File: src/rtl/uart_pkg.sv
// uart_pkg: shared state encoding and framing constants for uart_core.
package uart_pkg;
  typedef enum logic [2:0] {ST_IDLE, ST_START, ST_DATA, ST_PARITY, ST_STOP} state_t;
  typedef enum logic {PAR_EVEN = 1'b0, PAR_ODD = 1'b1} parity_t;
  typedef enum logic {STOP_ONE = 1'b0, STOP_TWO = 1'b1} stop_t;
  localparam int MIN_DIV = 2;
endpackage

File: src/rtl/uart_if.sv
// uart_if: parallel-side TX write handshake and RX result bus of uart_core.
interface uart_if #(parameter int WIDTH = 8);
  logic [WIDTH-1:0] TX_IN_P;
  logic             TX_IN_V;
  logic             TX_IN_R;
  logic [WIDTH-1:0] RX_OUT_P;
  logic             RX_OUT_V;
  logic             parity_error;
  logic             framing_error;
  modport master (output TX_IN_P, TX_IN_V, input TX_IN_R, RX_OUT_P, RX_OUT_V, parity_error, framing_error);
  modport slave (input TX_IN_P, TX_IN_V, output TX_IN_R, RX_OUT_P, RX_OUT_V, parity_error, framing_error);
endinterface

File: src/rtl/uart_sync_fifo.sv
// uart_sync_fifo: single-clock FIFO; writes refused when full, reads ignored when empty.
module uart_sync_fifo #(
  parameter int WIDTH = 8,
  parameter int DEPTH = 4
) (
  input  logic             CLK,
  input  logic             RST,
  input  logic             push,
  input  logic             pop,
  input  logic [WIDTH-1:0] din,
  output logic [WIDTH-1:0] dout,
  output logic             full,
  output logic             empty
);
  localparam int AW = $clog2(DEPTH);
  logic [WIDTH-1:0] mem [DEPTH];
  logic [AW-1:0] wptr, rptr;
  logic [AW:0] count;
  logic wr, rd;
  assign full  = count == (AW+1)'(DEPTH);
  assign empty = count == '0;
  assign wr    = push & ~full;
  assign rd    = pop & ~empty;
  assign dout  = mem[rptr];
  always_ff @(posedge CLK)
    if (wr) mem[wptr] <= din;
  always_ff @(posedge CLK) begin
    if (RST) begin
      wptr  <= '0;
      rptr  <= '0;
      count <= '0;
    end else begin
      wptr  <= wptr + AW'(wr);
      rptr  <= rptr + AW'(rd);
      count <= count + (AW+1)'(wr) - (AW+1)'(rd);
    end
  end
endmodule

File: src/rtl/uart_core.sv
// uart_core: single-clock UART, FIFO-buffered TX and error-flagging RX on a shared baud divisor.
// Defining UART_LOOPBACK_EN adds a loopback input routing TX back into RX internally.
module uart_core import uart_pkg::*; #(
  parameter int WIDTH     = 8,
  parameter int DEPTH     = 4,
  parameter int DIV_WIDTH = 16
) (
  input  logic                 CLK,
  input  logic                 RST,
  input  logic [DIV_WIDTH-1:0] baud_div,
  input  logic                 parity_enable,
  input  logic                 parity_type,
  input  logic                 stop_bits,
  output logic                 TX_OUT_S,
  output logic                 TX_Busy,
  input  logic                 RX_IN_S,
`ifdef UART_LOOPBACK_EN
  input  logic                 loopback,
`endif
  uart_if.slave                bus
);
  logic [DIV_WIDTH-1:0] div, half, tx_cnt, rx_cnt;
  logic [WIDTH-1:0] fifo_dout, tx_sh, rx_sh;
  logic [3:0] tx_bit, rx_bit;
  logic fifo_full, fifo_empty, pop, tx_tick, tx_d, tx_s, tx_par_en, tx_par, tx_stop;
  logic rx_src, s1, s2, s3, rx_tick, rx_done, rx_pen, rx_ptype, rx_perr;
  state_t tx_state, tx_nxt, rx_state, rx_nxt;
  assign div  = baud_div < DIV_WIDTH'(MIN_DIV) ? DIV_WIDTH'(MIN_DIV) : baud_div;
  assign half = div >> 1;
`ifdef UART_LOOPBACK_EN
  assign rx_src   = loopback ? tx_s : RX_IN_S;
  assign TX_OUT_S = loopback | tx_s;
`else
  assign rx_src   = RX_IN_S;
  assign TX_OUT_S = tx_s;
`endif
  uart_sync_fifo #(.WIDTH(WIDTH), .DEPTH(DEPTH)) fifo (
    .CLK(CLK), .RST(RST), .push(bus.TX_IN_V), .pop(pop), .din(bus.TX_IN_P),
    .dout(fifo_dout), .full(fifo_full), .empty(fifo_empty)
  );
  assign bus.TX_IN_R = ~fifo_full;
  assign TX_Busy     = tx_state != ST_IDLE || !fifo_empty;
  assign tx_tick     = tx_cnt == '0;
  // tx_d is the line level for the next cycle, so TX_OUT_S stays registered
  always_comb begin
    tx_nxt = tx_state;
    pop = 1'b0;
    tx_d = 1'b1;
    case (tx_state)
      ST_IDLE: if (!fifo_empty) begin
        pop = 1'b1;
        tx_nxt = ST_START;
        tx_d = 1'b0;
      end
      ST_START: begin
        tx_nxt = tx_tick ? ST_DATA : ST_START;
        tx_d = tx_tick & tx_sh[0];
      end
      ST_DATA: if (!tx_tick) tx_d = tx_sh[0];
        else if (tx_bit != 4'(WIDTH-1)) tx_d = tx_sh[1];
        else begin
          tx_nxt = tx_par_en ? ST_PARITY : ST_STOP;
          tx_d = tx_par_en ? tx_par : 1'b1;
        end
      ST_PARITY: begin
        tx_nxt = tx_tick ? ST_STOP : ST_PARITY;
        tx_d = tx_tick | tx_par;
      end
      ST_STOP: if (tx_tick && tx_bit == 4'(tx_stop == STOP_TWO)) begin
        pop = !fifo_empty;
        tx_nxt = fifo_empty ? ST_IDLE : ST_START;
        tx_d = fifo_empty;
      end
      default: tx_nxt = ST_IDLE;
    endcase
  end
  always_ff @(posedge CLK) begin
    if (RST) begin
      tx_state  <= ST_IDLE;
      tx_cnt    <= '0;
      tx_bit    <= '0;
      tx_sh     <= '0;
      tx_par_en <= 1'b0;
      tx_par    <= 1'b0;
      tx_stop   <= 1'b0;
      tx_s      <= 1'b1;
    end else begin
      tx_state <= tx_nxt;
      tx_s     <= tx_d;
      tx_cnt   <= (pop || (tx_state != ST_IDLE && tx_tick)) ? div - DIV_WIDTH'(1) : tx_cnt - DIV_WIDTH'(!tx_tick);
      tx_bit   <= tx_nxt != tx_state ? '0 : tx_bit + 4'(tx_tick);
      if (pop) begin
        tx_sh     <= fifo_dout;
        tx_par_en <= parity_enable;
        tx_par    <= ^fifo_dout ^ (parity_type == PAR_ODD);
        tx_stop   <= stop_bits;
      end else if (tx_state == ST_DATA && tx_tick) tx_sh <= tx_sh >> 1;
    end
  end
  assign rx_tick = rx_cnt == '0;
  assign rx_done = rx_state == ST_STOP && rx_tick;
  always_comb begin
    rx_nxt = rx_state;
    case (rx_state)
      ST_IDLE:   if (s3 && !s2) rx_nxt = ST_START;
      ST_START:  if (rx_tick) rx_nxt = s2 ? ST_IDLE : ST_DATA;
      ST_DATA:   if (rx_tick && rx_bit == 4'(WIDTH-1)) rx_nxt = rx_pen ? ST_PARITY : ST_STOP;
      ST_PARITY: if (rx_tick) rx_nxt = ST_STOP;
      ST_STOP:   if (rx_tick) rx_nxt = ST_IDLE;
      default:   rx_nxt = ST_IDLE;
    endcase
  end
  // IDLE keeps reloading the half period so START samples mid start-bit
  always_ff @(posedge CLK) begin
    if (RST) begin
      {s3, s2, s1}      <= 3'b111;
      rx_state          <= ST_IDLE;
      rx_cnt            <= '0;
      rx_bit            <= '0;
      rx_sh             <= '0;
      rx_pen            <= 1'b0;
      rx_ptype          <= 1'b0;
      rx_perr           <= 1'b0;
      bus.RX_OUT_P      <= '0;
      bus.RX_OUT_V      <= 1'b0;
      bus.parity_error  <= 1'b0;
      bus.framing_error <= 1'b0;
    end else begin
      {s3, s2, s1} <= {s2, s1, rx_src};
      rx_state     <= rx_nxt;
      rx_cnt       <= rx_state == ST_IDLE ? half - DIV_WIDTH'(1) : rx_tick ? div - DIV_WIDTH'(1) : rx_cnt - DIV_WIDTH'(1);
      rx_bit       <= rx_nxt != rx_state ? '0 : rx_bit + 4'(rx_tick);
      bus.RX_OUT_V <= rx_done;
      if (rx_state == ST_START && rx_nxt == ST_DATA) begin
        rx_pen   <= parity_enable;
        rx_ptype <= parity_type;
        rx_perr  <= 1'b0;
      end
      if (rx_state == ST_DATA && rx_tick) rx_sh <= {s2, rx_sh[WIDTH-1:1]};
      if (rx_state == ST_PARITY && rx_tick) rx_perr <= s2 != (^rx_sh ^ (rx_ptype == PAR_ODD));
      if (rx_done) begin
        bus.RX_OUT_P      <= rx_sh;
        bus.parity_error  <= rx_perr;
        bus.framing_error <= !s2;
      end
    end
  end
endmodule

File: src/flat_wrapper.sv
// flat-port wrapper written by rule: the top's interface ports become plain ports
module uart_core_flat import uart_pkg::*;
#(
  parameter int WIDTH     = 8,
  parameter int DEPTH     = 4,
  parameter int DIV_WIDTH = 16
)
  (CLK, RST, baud_div, parity_enable, parity_type, stop_bits, TX_OUT_S, TX_Busy, RX_IN_S, bus_TX_IN_P, bus_TX_IN_V, bus_TX_IN_R, bus_RX_OUT_P, bus_RX_OUT_V, bus_parity_error, bus_framing_error);
  uart_if #(.WIDTH(WIDTH)) bus_i ();
  input  logic CLK;
  input  logic RST;
  input  logic [DIV_WIDTH-1:0] baud_div;
  input  logic parity_enable;
  input  logic parity_type;
  input  logic stop_bits;
  output logic TX_OUT_S;
  output logic TX_Busy;
  input  logic RX_IN_S;
  input wire logic [$bits(bus_i.TX_IN_P)-1:0] bus_TX_IN_P;
  input wire logic [$bits(bus_i.TX_IN_V)-1:0] bus_TX_IN_V;
  output wire logic [$bits(bus_i.TX_IN_R)-1:0] bus_TX_IN_R;
  output wire logic [$bits(bus_i.RX_OUT_P)-1:0] bus_RX_OUT_P;
  output wire logic [$bits(bus_i.RX_OUT_V)-1:0] bus_RX_OUT_V;
  output wire logic [$bits(bus_i.parity_error)-1:0] bus_parity_error;
  output wire logic [$bits(bus_i.framing_error)-1:0] bus_framing_error;
  assign bus_i.TX_IN_P = bus_TX_IN_P;
  assign bus_i.TX_IN_V = bus_TX_IN_V;
  assign bus_TX_IN_R = bus_i.TX_IN_R;
  assign bus_RX_OUT_P = bus_i.RX_OUT_P;
  assign bus_RX_OUT_V = bus_i.RX_OUT_V;
  assign bus_parity_error = bus_i.parity_error;
  assign bus_framing_error = bus_i.framing_error;
  uart_core #(.WIDTH(WIDTH), .DEPTH(DEPTH), .DIV_WIDTH(DIV_WIDTH)) u_core (.CLK(CLK), .RST(RST), .baud_div(baud_div), .parity_enable(parity_enable), .parity_type(parity_type), .stop_bits(stop_bits), .TX_OUT_S(TX_OUT_S), .TX_Busy(TX_Busy), .RX_IN_S(RX_IN_S), .bus(bus_i));
endmodule
File: config.mk
export PLATFORM = sky130hd
export DESIGN_NAME = uart_core_flat
export DESIGN_NICKNAME = d
export VERILOG_FILES = /design/src/rtl/uart_pkg.sv /design/src/rtl/uart_if.sv /design/src/rtl/uart_sync_fifo.sv /design/src/rtl/uart_core.sv /design/src/flat_wrapper.sv
export SDC_FILE = /design/constraint.sdc
export NUM_CORES = 1
export LEC_CHECK = 0
export CAP_MARGIN = 20
export CORE_UTILIZATION = 40
export CTS_BUF_LIST = sky130_fd_sc_hd__clkbuf_2
export DETAILED_ROUTE_END_ITERATION = 10
export DONT_BUFFER_PORTS = 1
export PLACE_DENSITY = 0.5
export SYNTH_ARGS = -nofsm -noshare
export SYNTH_HDL_FRONTEND = slang
export SYNTH_HIERARCHICAL = 1
export SYNTH_SLANG_ARGS = --single-unit
export TNS_END_PERCENT = 50
File: constraint.sdc
create_clock -name CLK -period 7.63 [get_ports CLK]
set_input_delay 1.526 -clock CLK [delete_from_list [all_inputs] [get_ports CLK]]
set_output_delay 1.526 -clock CLK [all_outputs]
set_load 0.005 [all_outputs]
==> impl_metrics.ini, run 1 <==
[outcome]
status = finished, final reports clean

[synthesis]
synthCells = 655
syn_avg_cell_area_um2 = 9.81
seq_area_frac_synth_pct = 43.0
synthesis.nets = 699
synth-adder-area-share_pct = 2.65
synth_mux_area_share_pct = 6.56
ys_ff_latch = 122
synthXorXnorAreaFrac_pct = 9.89
synth-simple-area-share_pct = 21.0
synth.distinct_cells = 75
synth_top_family_by_area = simple AND/OR/NAND/NOR gates
synth_compound_area_share_pct = 13.6
ys_warn_count = 6
synth.cell_area_um2 = 6430
synth-edff-count = 32
ys_async_sr_fraction_pct = 0
synth_ff_type = dfxtp_1

[floorplanning]
ios = 45
rows = 45
die_area_um2 = 16600
initial_core_util_pct = 41.7
fp.dieW_um = 129
die_h_um = 129
core_area_um2 = 15400

[power]
swShare_pct = 37.0
total_power_mw = 1.87
p_switching_uw = 692
p_int_mw = 1.18
seqPwrFrac_pct = 45.4
p_leak_nw = 2.39
vdd_drop_max_v = 0.000137
pwr-share-clk_pct = 22.0
p_comb_share_pct = 32.6
powerDensity_nw_per_um2 = 275

[critical_path]
worst-endpoint-required_ns = 6.10
cp-endpoint = TX_Busy
worst_ep_arrival_time_ns = 1.93
worst_r2r_endpoint = u_core/fifo/count[2]
cp-startpoint = u_core/fifo/count[1]
cp_max_fo = 6
worstRegToRegCells = 12
crit_buf_inv = 0
setup.worst_path.start_class = flop
path_class = flop to output port
cp_cell_sequence = nor3_1, nand2_1
crit_path_end_kind = output port
cp.depth = 2
max_stage_delay_ns = 0.65
rr_startpoint = u_core/tx_cnt[6]
r2r_setup_slack_ns = 4.20
crit_family = simple AND/OR/NAND/NOR gates
crit_path_top_delay_cell = nor3_1

[timing]
rsz0062_at_grt = no
tns_ns = 0
period_minus_slack_ns = 3.45
hold_viol_final = 0
slew_headroom_pct = 27.3
slew_viol_final = 0
fin_ws_ns = 4.18
worst_pin_slew_ns = 1.08
fin_skew_ns = 0.0297
min_period_over_period_pct = 45.3
fmax_mhz = 289
final-setup-viol-count = 0

[clocking]
cts_inserted_buffers = 17
clkTransAtPathRegs_ns = 0.20
cts_root_buf = clkbuf_2
clock_insertion_delay_worst_skew_ns = 0.68
cts.sinks = 122
cts_resized = 0
postCtsHoldBufs = 0
clock_path_buffers = 2
htreeDepth = 4
postCtsSetupRepairBufs = 0
cts_tree = built

[min_path]
hold_class = flop to flop

[route]
routed_wl_um = 15000
first_pass_iters = 5
wl_per_cell_um = 17.4
vias = 4795
ant_nets = 0
drt-initial-drc-count = 330
vias_per_cell = 5.54
drc = 0

[final_layout]
area_growth_pct = 5.86
final_common_cell = dfxtp_1
num-nets-final = 685
fillers = 1522
layoutNonFillerInstCount = 866
layout_common_cells = 90 x dfxtp_1, 78 x nor2_1, 46 x xnor2_1
drive_gt1_share_pct = 10.9
fin_area_um2 = 6800

[placement]
dp_hpwl_um = 10700
dpl_worst_slack_ns = 3.69
post_dp_cell_area_um2 = 6560
placed_cells = 833
globalplace.congestion = 0.866
port_buffers = 0

[global_route]
use_met2_pct = 31.4
grt_pass1_vias = 4769
grtUsageMet1_pct = 24.7
grt_antenna_before_repair = 1
grt-ovfl-total = 0
grtUsageTotal_pct = 19.3
use_met3_pct = 5.82
grt_start_max_net_pins = 80
grt_pass1_wl_um = 24500
top_usage_layer = met2

[flow_run]
cap_violations = 0
[cells in the mapped netlist (18+ instances only)]
library cell / count / share of area [%]
mux2i_1: 23 / 3.6
nand3_1: 25 / 1.9
a21oi_1: 22 / 1.7
dfxtp_1: 90 / 28
edfxtp_1: 32 / 15
nor3_1: 23 / 1.8
a211oi_1: 20 / 2.3
nand2_1: 31 / 1.8
nor2_1: 78 / 4.6
clkbuf_1: 27 / 1.6
xor2_1: 24 / 3.3
xnor2_1: 46 / 6.3
o21ai_0: 18 / 1.4
[sequential cells by signal (all words and copies together), names as in the netlist, 2 cells and up]
register / cells
u_core/bus.RX_OUT_P: 8
u_core/fifo/mem: 32
u_core/tx_sh: 8
u_core/rx_state: 3
u_core/fifo/rptr: 2
u_core/tx_state: 3
u_core/fifo/wptr: 2
u_core/tx_bit: 4
u_core/rx_cnt: 16
u_core/rx_sh: 8
u_core/tx_cnt: 16
u_core/rx_bit: 4
u_core/fifo/count: 3
[stage by stage]
stage               hold WS (ns)  util [%]
finish                     0.451      44.1
global route               0.462      44.1
CTS                        0.454      44.1
detailed placement         0.405      42.5
global placement           0.404      42.5
floorplan                  0.389         -
[layer usage]
metal | vias up | wire (um) | part of all wire (%)
met3 | 8 | 835 | 5.6
met1 | 2309 | 6980 | 46
li1 | 2375 | - | -
met5 | - | 0 | 0
met2 | 103 | 7080 | 47
met4 | 0 | 146 | 0.97
[worst min path at each step]
stage | from | end | slack, ns | cells past startpoint
6_report | u_core/s1 | u_core/s2 | 0.45 | 1
3_5_place_dp | u_core/s1 | u_core/s2 | 0.41 | 1
2_1_floorplan | u_core/s1 | u_core/s2 | 0.39 | 1
4_1_cts | u_core/s1 | u_core/s2 | 0.45 | 1
3_3_place_gp | u_core/s1 | u_core/s2 | 0.40 | 1
5_1_grt | u_core/s1 | u_core/s2 | 0.46 | 1
[final cells by class]
type                       instances  area (um^2)  area share, %
multi-input combinational        481         3450           50.7
sequential                       122         2760           40.6
tap                              211          264           3.88
clock inverter                    14          149           2.19
clock buffer                      18         90.1           1.32
inverter                          15         56.3          0.828
timing repair buffer               4         30.0          0.441
antenna                            1         2.50         0.0368
[logic make-up (layout without fill, tap and decap cells)]
family | Yosys count | in the layout
other cells | 0 | 1
mux | 32 | 32
buf+inv | 52 | 51
compound gates | 122 | 122
fa+ha+maj | 13 | 13
simple gates | 243 | 243
flops | 122 | 122
xor+xnor | 71 | 71
[power groups by stage]
stage	clock network (mW)	registers (mW)	logic (mW)
after floorplan	0	0.829	0.514
after global placement	0	0.860	0.602
after detailed placement	0	0.862	0.608
after CTS	0.431	0.849	0.611
after global routing	0.463	0.864	0.680
final	0.411	0.848	0.610
No activity file was read; power rests on OpenSTA's default activity.
==> run 2, diff against run 1 <==
==> constraint.sdc (replaced) <==
create_clock -name CLK -period 3.55 [get_ports CLK]
set_input_delay 0.71 -clock CLK [delete_from_list [all_inputs] [get_ports CLK]]
set_output_delay 0.71 -clock CLK [all_outputs]
set_load 0.005 [all_outputs]
==> impl_metrics.ini, run 2 (same netlist as run 1, synthesis figures left out) <==
[final_layout]
top_regs = u_core/fifo/mem x32, u_core/rx_cnt x16, u_core/tx_cnt x16
area_growth_pct = 6.72
fillers = 1558
fin_area_um2 = 6860
top_register = u_core/fifo/mem
num-nets-final = 699
layoutNonFillerInstCount = 880
drive_gt1_share_pct = 12.0
largest_reg_flops = 32
regArea_um2 = 2760
layout_common_cells = 90 x dfxtp_1, 78 x nor2_1, 46 x xnor2_1
final_common_cell = dfxtp_1
multi_input_area_um2 = 3450

[placement]
dpl_worst_slack_ns = 0.396
dp_hpwl_um = 10700
port_buffers = 0
globalplace.congestion = 0.875
post_dp_cell_area_um2 = 6620
placed_cells = 841

[critical_path]
cpMostUsedCell = xnor2_1
crit_path_end_kind = flop
max_stage_delay_ns = 0.49
cp_max_fo = 8
worst-endpoint-required_ns = 4.12
rr_startpoint = u_core/tx_cnt[6]
worstRegToRegCells = 12
worst_ep_arrival_time_ns = 3.70
cp_cell_sequence = nor4_1, and4_1, a31o_2, nand2_1, inv_1, o31ai_2, xnor2_1, ha_1, fa_1, xnor2_1, xnor2_1, nor2_1
worst_r2r_endpoint = u_core/fifo/count[2]
crit_family = simple AND/OR/NAND/NOR gates
crit_path_top_delay_cell = nor4_1
r2r_setup_slack_ns = 0.42
path_class = flop to flop
crit_buf_inv = 1
setup.worst_path.start_class = flop

[outcome]
status = finished, final reports clean

[route]
wl_per_cell_um = 17.7
drt-initial-drc-count = 315
ant_nets = 0
routed_wl_um = 15600
first_pass_iters = 4
vias_per_cell = 5.56
drc = 0
vias = 4889

[clocking]
cts_tree = built
cts_resized = 0
clock_path_buffers = 2
clkTransAtPathRegs_ns = 0.19
postCtsSetupRepairBufs = 0
cts.sinks = 122
clock_insertion_delay_worst_skew_ns = 0.67
cts_root_buf = clkbuf_2
cts_inserted_buffers = 17
htreeDepth = 4
postCtsHoldBufs = 2

[global_route]
grt_pass1_vias = 4851
grt-ovfl-total = 0
grt_antenna_before_repair = 1
grt_start_max_net_pins = 66
grtUsageTotal_pct = 20.0
grt_pass1_wl_um = 25200

[timing]
fin_skew_ns = 0.0200
min_period_over_period_pct = 88.2
hold_viol_final = 0
fmax_mhz = 319
slew_headroom_pct = 35.7
tns_ns = 0
slew_viol_final = 0
period_minus_slack_ns = 3.13
whs_ns = 0.123
rsz0062_at_grt = no
worst_pin_slew_ns = 0.958
fin_ws_ns = 0.417
final-setup-viol-count = 0

[floorplanning]
die_h_um = 129
rows = 45
core_area_um2 = 15400
fp.dieW_um = 129
die_area_um2 = 16600
ios = 45
initial_core_util_pct = 41.7

[power]
p_switching_mw = 1.48
p_int_mw = 2.41
powerDensity_nw_per_um2 = 567
vdd_drop_max_v = 0.000266
seqPwrFrac_pct = 46.9
swShare_pct = 38.0
pwr-share-clk_pct = 18.1
p_leak_nw = 2.43
p_comb_share_pct = 35.1

[min_path]
min_to = u_core/fifo/mem[1][7]
whs_path_depth = 0
hold_start = bus_TX_IN_P[7]
hold_class = input pin to flop

[flow_run]
cap_violations = 0
-- run 2: layout make-up --
class / count / share of cell area, %
Clock inverter: 13 / 1.19
Inverter: 15 / 0.821
Antenna cell: 1 / 0.0365
Clock buffer: 19 / 1.39
Timing Repair Buffer: 18 / 2.15
Sequential cell: 122 / 40.3
Tap cell: 211 / 3.85
Multi-Input combinational cell: 481 / 50.3
-- run 2: power by group through the flow --
stage | Sequential [mW] | Clock, mW | Combinational (mW)
after floorplan | 1.78 | 0 | 1.10
after global placement | 1.85 | 0 | 1.34
after detailed placement | 1.85 | 0 | 1.35
after CTS | 1.82 | 0.748 | 1.36
after global routing | 1.86 | 0.800 | 1.51
final | 1.82 | 0.702 | 1.36
-- run 2: worst register-to-register path: stages (launching register included) --
cell	delay, ns
dfxtp_1	0.38
nor4_1	0.49
and4_1	0.37
a31o_2	0.28
nand2_1	0.14
inv_1	0.13
o31ai_2	0.11
xnor2_1	0.15
ha_1	0.23
fa_1	0.41
xnor2_1	0.17
xnor2_1	0.13
nor2_1	0.05
-- run 2: worst max-delay path by stage --
stage               slack (ns)                    to  cells after the start              from
floorplan                 0.54     u_core/tx_cnt[15]                      9      baud_div[13]
global placement          0.50     u_core/tx_cnt[15]                      8       baud_div[4]
detailed placement        0.40     u_core/tx_cnt[15]                      8       baud_div[4]
CTS                       0.40  u_core/fifo/count[2]                     12  u_core/tx_cnt[6]
global route              0.17  u_core/fifo/count[2]                     12  u_core/tx_cnt[6]
finish                    0.42  u_core/fifo/count[2]                     12  u_core/tx_cnt[6]
-- run 2: through the flow --
stage                     util (%)  power (mW)
after floorplan                  -        2.89
after global routing          44.5        4.17
after detailed placement      42.9        3.20
after global placement        42.9        3.19
after CTS                     44.2        3.93
final                         44.5        3.89
-- run 2: per-layer routing --
| layer | global-route usage (%) | vias up | share of wire, % |
|---|---|---|---|
| met5 | 0 | - | 0 |
| met4 | 5.47 | 0 | 0.80 |
| met3 | 5.41 | 9 | 5.6 |
| met2 | 32.0 | 131 | 47 |
| met1 | 26.5 | 2345 | 47 |
| li1 | - | 2404 | - |
==> run 3, diff against run 2 <==
--- a/config.mk
+++ b/config.mk
@@ -11,6 +11,7 @@
 export DETAILED_ROUTE_END_ITERATION = 10
 export DONT_BUFFER_PORTS = 1
 export PLACE_DENSITY = 0.5
+export SLEW_MARGIN = 10
 export SYNTH_ARGS = -nofsm -noshare
 export SYNTH_HDL_FRONTEND = slang
 export SYNTH_HIERARCHICAL = 1
==> results of run 3 <==
Final layout, timing and power as in run 2 (identical DEF).
==> variant 1: new RTL, config.mk and constraints of run 1 <==
`DEPTH` is set to 4 in 3 places; all go to 2.
--- a/src/rtl/uart_sync_fifo.sv
+++ b/src/rtl/uart_sync_fifo.sv
@@ -1,7 +1,7 @@
 // uart_sync_fifo: single-clock FIFO; writes refused when full, reads ignored when empty.
 module uart_sync_fifo #(
   parameter int WIDTH = 8,
-  parameter int DEPTH = 4
+  parameter int DEPTH = 2
 ) (
   input  logic             CLK,
   input  logic             RST,
--- a/src/rtl/uart_core.sv
+++ b/src/rtl/uart_core.sv
@@ -2,7 +2,7 @@
 // Defining UART_LOOPBACK_EN adds a loopback input routing TX back into RX internally.
 module uart_core import uart_pkg::*; #(
   parameter int WIDTH     = 8,
-  parameter int DEPTH     = 4,
+  parameter int DEPTH     = 2,
   parameter int DIV_WIDTH = 16
 ) (
   input  logic                 CLK,
--- a/src/flat_wrapper.sv
+++ b/src/flat_wrapper.sv
@@ -2,7 +2,7 @@
 module uart_core_flat import uart_pkg::*;
 #(
   parameter int WIDTH     = 8,
-  parameter int DEPTH     = 4,
+  parameter int DEPTH     = 2,
   parameter int DIV_WIDTH = 16
 )
   (CLK, RST, baud_div, parity_enable, parity_type, stop_bits, TX_OUT_S, TX_Busy, RX_IN_S, bus_TX_IN_P, bus_TX_IN_V, bus_TX_IN_R, bus_RX_OUT_P, bus_RX_OUT_V, bus_parity_error, bus_framing_error);
Behaviour: not the same (Yosys sat finds a counterexample within 4 cycles, from zero or initial values and one cycle with RST high).
==> variant 1 against run 1 <==
Sequential cell count down 19; power is 14% lower; largest cell class unchanged; utilization shrank 1.8 points; die area decreased by 11%; design area decreased by 13%; routed wire length shrank 5.8%; final cell count down 9.2%; worst setup slack improved by 0.060 ns; highest routed layer unchanged; register-to-register slack better by 0.17 ns; sequential share of layout area decreased by 2.9 points; first-iteration DRC count stayed put; synthesized area decreased by 11%; critical path depth is 6 higher.
==> variant 1: results (changes against run 1) <==
- The launch point of the worst path is baud_div[6].
- The share of cells above drive strength 1 was 8.25% (-2.6 points).
- The highest ir drop seen on vdd is 0.183 mV (+34%).
- The slowest cell on the critical path is sky130_fd_sc_hd__a41oi_1.
- The HPWL reported at the end of detailed placement was 10300 µm (-4.0%).
- The clock tree skew after final layout is 0.0279 ns (-0.00179 ns).
- The average detailed-routed wire length per instance is 18.0 µm (+3.8%).
- Counting instances in the post-synthesis netlist gives the leading cell types as 87 x sky130_fd_sc_hd__dfxtp_1, 78 x sky130_fd_sc_hd__nor2_1, 42 x sky130_fd_sc_hd__xnor2_1.
- The power share of the combinational group is 38.0% (+5.4 points).
- The clock-pin slew of the registers on the worst-case setup and hold paths is 0.30 ns (+0.10 ns).
- The global-route wire length before repair is 22800 µm (-6.8%).
- The via density per instance was 5.72 (+3.3%).
- The post-synthesis cell type count is 70 (-6.7%).
- The number of H-tree levels is 3 (-1).
- The number of synthesized flops with an enable pin is 16 (-50%).
- Ranked by total cell area, the synthesized netlist is headed by sky130_fd_sc_hd__dfxtp_1 30%, sky130_fd_sc_hd__edfxtp_1 8.4%, sky130_fd_sc_hd__xnor2_1 6.4%, sky130_fd_sc_hd__nor2_1 5.1%, sky130_fd_sc_hd__mux2i_1 4.0%.
- The arrival time reported for the critical path endpoint was 3.94 ns (+2.01 ns).
- The clock latency reported for the late side of the worst-skew pair is 0.61 ns (-0.07 ns).
- The total CTS buffers is 9 (-8).
- The flow ran to the end, and the final reports show no timing, DRC or antenna violations.
- The net count after synthesis came to 671 (-4.0%).
- The antenna diode count is 0 (-1).
- The clock group share of total power is 16.2% (-5.8 points).
- The pre-CTS worst setup slack was 3.62 ns (-0.0690 ns).
- The largest incremental delay on the critical path came to 0.48 ns (-0.17 ns).
- The net switching power was 0.647 mW (-6.6%).
- The standby leakage power is 2.12 nW (-11%).
- The sequential fraction of the synthesis area was 38.9% (-4.1 points).
- The number of nets in the layout is 646 (-5.7%).
==> variant 1: cell count changes in the layout (fill, tap and decap cells not counted), moves of 4 or more <==
cell / run 1 / this run
sky130_fd_sc_hd__buf_4: 4 / 0
sky130_fd_sc_hd__edfxtp_1: 32 / 16
sky130_fd_sc_hd__clkbuf_2: 18 / 10
sky130_fd_sc_hd__xnor2_1: 46 / 42
sky130_fd_sc_hd__mux4_2: 8 / 0
sky130_fd_sc_hd__mux2_2: 1 / 10
==> variant 1: cells by family (layout without fill, tap and decap cells) <==
kind of cell	count (synthesis)	after routing	share of synthesized area, %
compound gates	121	121	15.0
simple gates	237	237	22.7
mux	33	33	6.00
buf+inv	52	32	3.72
xor+xnor	66	66	10.6
fa+ha+maj	14	14	3.07
flops	103	103	38.9
==> variant 1: routing by layer <==
metal / GRT usage (%) / part of all wire, % / up-vias
met1: 25.7 / 46 / 2164
met2: 33.0 / 47 / 92
li1: - / - / 2224
met4: 5.71 / 1.7 / 0
met5: 0 / 0 / -
met3: 5.36 / 5.3 / 17
==> variant 1: cell type report <==
type	instances	area [µm²]
Clock inverter	6	57.6
Inverter	16	60.1
Fill cell	1398	8040
Multi-Input combinational cell	471	3280
Clock buffer	10	50.0
Tap cell	180	225
Sequential cell	103	2220
==> variant 1: worst paths after layout <==
| kind | endpoint | slack, ns | depth (start not counted) |
|---|---|---|---|
| worst min register to register | u_core/s2 | 0.45 | 1 |
| worst max register to register | u_core/tx_cnt[15] | 4.37 | 9 |
| worst min-delay path | u_core/s2 | 0.45 | 1 |
| worst max-delay path | u_core/tx_cnt[15] | 4.24 | 8 |
==> variant 1: stage by stage <==
step,cells,area (µm²)
after floorplan,626,5710
after global placement,770,5790
after detailed placement,770,5790
after CTS,786,5890
after global routing,786,5890
final,786,5890
==> variant 2: new RTL, config.mk and constraints of run 1 <==
Made on the original files. Re-encode `state_t` (5 states) as one-hot, 5 bits wide.
--- a/src/rtl/uart_pkg.sv
+++ b/src/rtl/uart_pkg.sv
@@ -1,6 +1,6 @@
 // uart_pkg: shared state encoding and framing constants for uart_core.
 package uart_pkg;
-  typedef enum logic [2:0] {ST_IDLE, ST_START, ST_DATA, ST_PARITY, ST_STOP} state_t;
+  typedef enum logic [4:0] {ST_IDLE = 5'b00001, ST_START = 5'b00010, ST_DATA = 5'b00100, ST_PARITY = 5'b01000, ST_STOP = 5'b10000} state_t;
   typedef enum logic {PAR_EVEN = 1'b0, PAR_ODD = 1'b1} parity_t;
   typedef enum logic {STOP_ONE = 1'b0, STOP_TWO = 1'b1} stop_t;
   localparam int MIN_DIV = 2;
Formal check against the unedited RTL: same outputs for any inputs over 10 cycles, from zero or initial values and one cycle with RST high; not proved beyond that.
==> variant 2 against run 1 <==
Design area grew 2.6%; synthesized area rose by 2.6%; sequential power grew 3.7%; routed wire length increased by 6.2%; worst setup slack got worse by 0.87 ns; final cell count is 7.9% higher; sequential share of layout area grew 0.12 points; register-to-register slack got worse by 0.51 ns; maximum frequency shrank 20%; worst hold slack got worse by 0.0074 ns; die area grew 2.5%; combinational power increased by 3.4%; sequential cell count up 4; power grew 1.1%.
==> variant 2: results (changes against run 1) <==
- The number of logic inverters in the finished layout came to 20 (+5).
- The run finished with clean final reports.
- The slowest stage of the critical path belongs to the cell sky130_fd_sc_hd__nor3b_1.
- By count the netlist is led by 94 x sky130_fd_sc_hd__dfxtp_1, 92 x sky130_fd_sc_hd__nor2_1, 49 x sky130_fd_sc_hd__nand2_1.
- The sequential fraction of the synthesis area came to 43.1% (+0.15 points).
- The slack of the worst reg-to-reg path was 3.69 ns (-0.51 ns).
- The via count of the first global-routing pass is 4974 (+4.3%).
- The placed instance count is 901 (+8.2%).
- In this run the critical register-to-register path is launched from u_core/rx_cnt[0].
- The total routing usage reported by global routing was 20.1% (+0.82 points).
- Sorting the synthesized cells by area gives the leading types as sky130_fd_sc_hd__dfxtp_1 29%, sky130_fd_sc_hd__edfxtp_1 15%, sky130_fd_sc_hd__xnor2_1 6.4%, sky130_fd_sc_hd__nor2_1 5.2%, sky130_fd_sc_hd__xor2_1 3.7%.
- The maximum fanout encountered on the critical timing path is 6 (unchanged).
- The arrival time reported for the critical path endpoint is 4.89 ns (+2.96 ns).
- The relative area of clock buffers and inverters in the final design is 3.05% (-0.47 points).
- The highest ir drop seen on vdd is 0.120 mV (-12%).
- The number of standard cells after synthesis was 713 (+8.9%).
- The clock tree skew after final layout came to 0.0464 ns (+0.0167 ns).
- The detailed-route wire length is 16000 µm (+6.2%).
- The relative slew slack came to 28.8% (+1.6 points).
- The DRC marker count from the first detailed-route iteration is 393 (+19%).
- The filler cell count in the final layout was 1614 (+6.0%).
- The share of cells above drive strength 1 came to 9.34% (-1.5 points).
- The global-route wire length before repair was 26200 µm (+7.1%).
- The net count after synthesis came to 757 (+8.3%).
- The largest net degree at the start of global routing is 83 (+3.8%).
- The HPWL reported at the end of detailed placement was 11400 µm (+6.5%).
- The number of synthesized register bits is 126 (+3.3%).
- The fraction of cell area in non-clock buffers is 0.538% (+0.096 points).
- The routability congestion estimate from global placement came to 0.914 (+5.6%).
- The total length of routed met3 wires is 621 µm (-26%).
- The standby leakage power was 2.49 nW (+4.0%).
- The number of nets in the layout is 748 (+9.2%).
- The most critical setup path has its startpoint at baud_div[10].
- The net switching power is 0.702 mW (+1.4%).
==> variant 2: path summary, 6_finish.rpt <==
kind	end	cells past startpoint
worst max-delay path	u_core/rx_cnt[10]	10
worst min-delay path	u_core/s2	1
worst max register to register	u_core/rx_bit[3]	9
worst min register to register	u_core/s2	1
==> variant 2: logic make-up (layout without fill, tap and decap cells) <==
group                    after synthesis  in the layout  share of synthesized area, %
flip-flops                           126            126                          43.1
AND/OR/NAND/NOR                      272            272                          21.5
other                                  0              1                             0
buffers and inverters                 52             56                          3.23
multiplexers                          20             20                          4.56
AO/OA/AOI/OAI                        154            154                          14.9
adder cells (fa/ha/maj)               13             13                          2.58
XOR/XNOR                              76             76                          10.1
==> variant 2: power by group through the flow <==
| stage | Clock (mW) | Sequential (mW) | Combinational, mW |
|---|---|---|---|
| finish | 0.379 | 0.879 | 0.631 |
| global route | 0.426 | 0.896 | 0.707 |
| CTS | 0.398 | 0.879 | 0.635 |
| detailed placement | 0 | 0.893 | 0.629 |
| global placement | 0 | 0.891 | 0.613 |
| floorplan | 0 | 0.862 | 0.509 |
==> variant 2: metrics by stage <==
step | hold slack (ns) | setup WS, ns | instance area [µm²]
floorplan | 0.389 | 3.24 | 6590
detailed placement | 0.408 | 2.71 | 6770
global placement | 0.399 | 2.87 | 6750
finish | 0.444 | 3.30 | 6980
CTS | 0.449 | 3.43 | 6980
global route | 0.463 | 3.20 | 6980
==> variant 2: metal layers <==
| layer | track usage [%] | vias up |
|---|---|---|
| met2 | 31.6 | 131 |
| met4 | 5.27 | 0 |
| li1 | - | 2571 |
| met5 | 0 | - |
| met3 | 4.39 | 16 |
| met1 | 27.8 | 2443 |
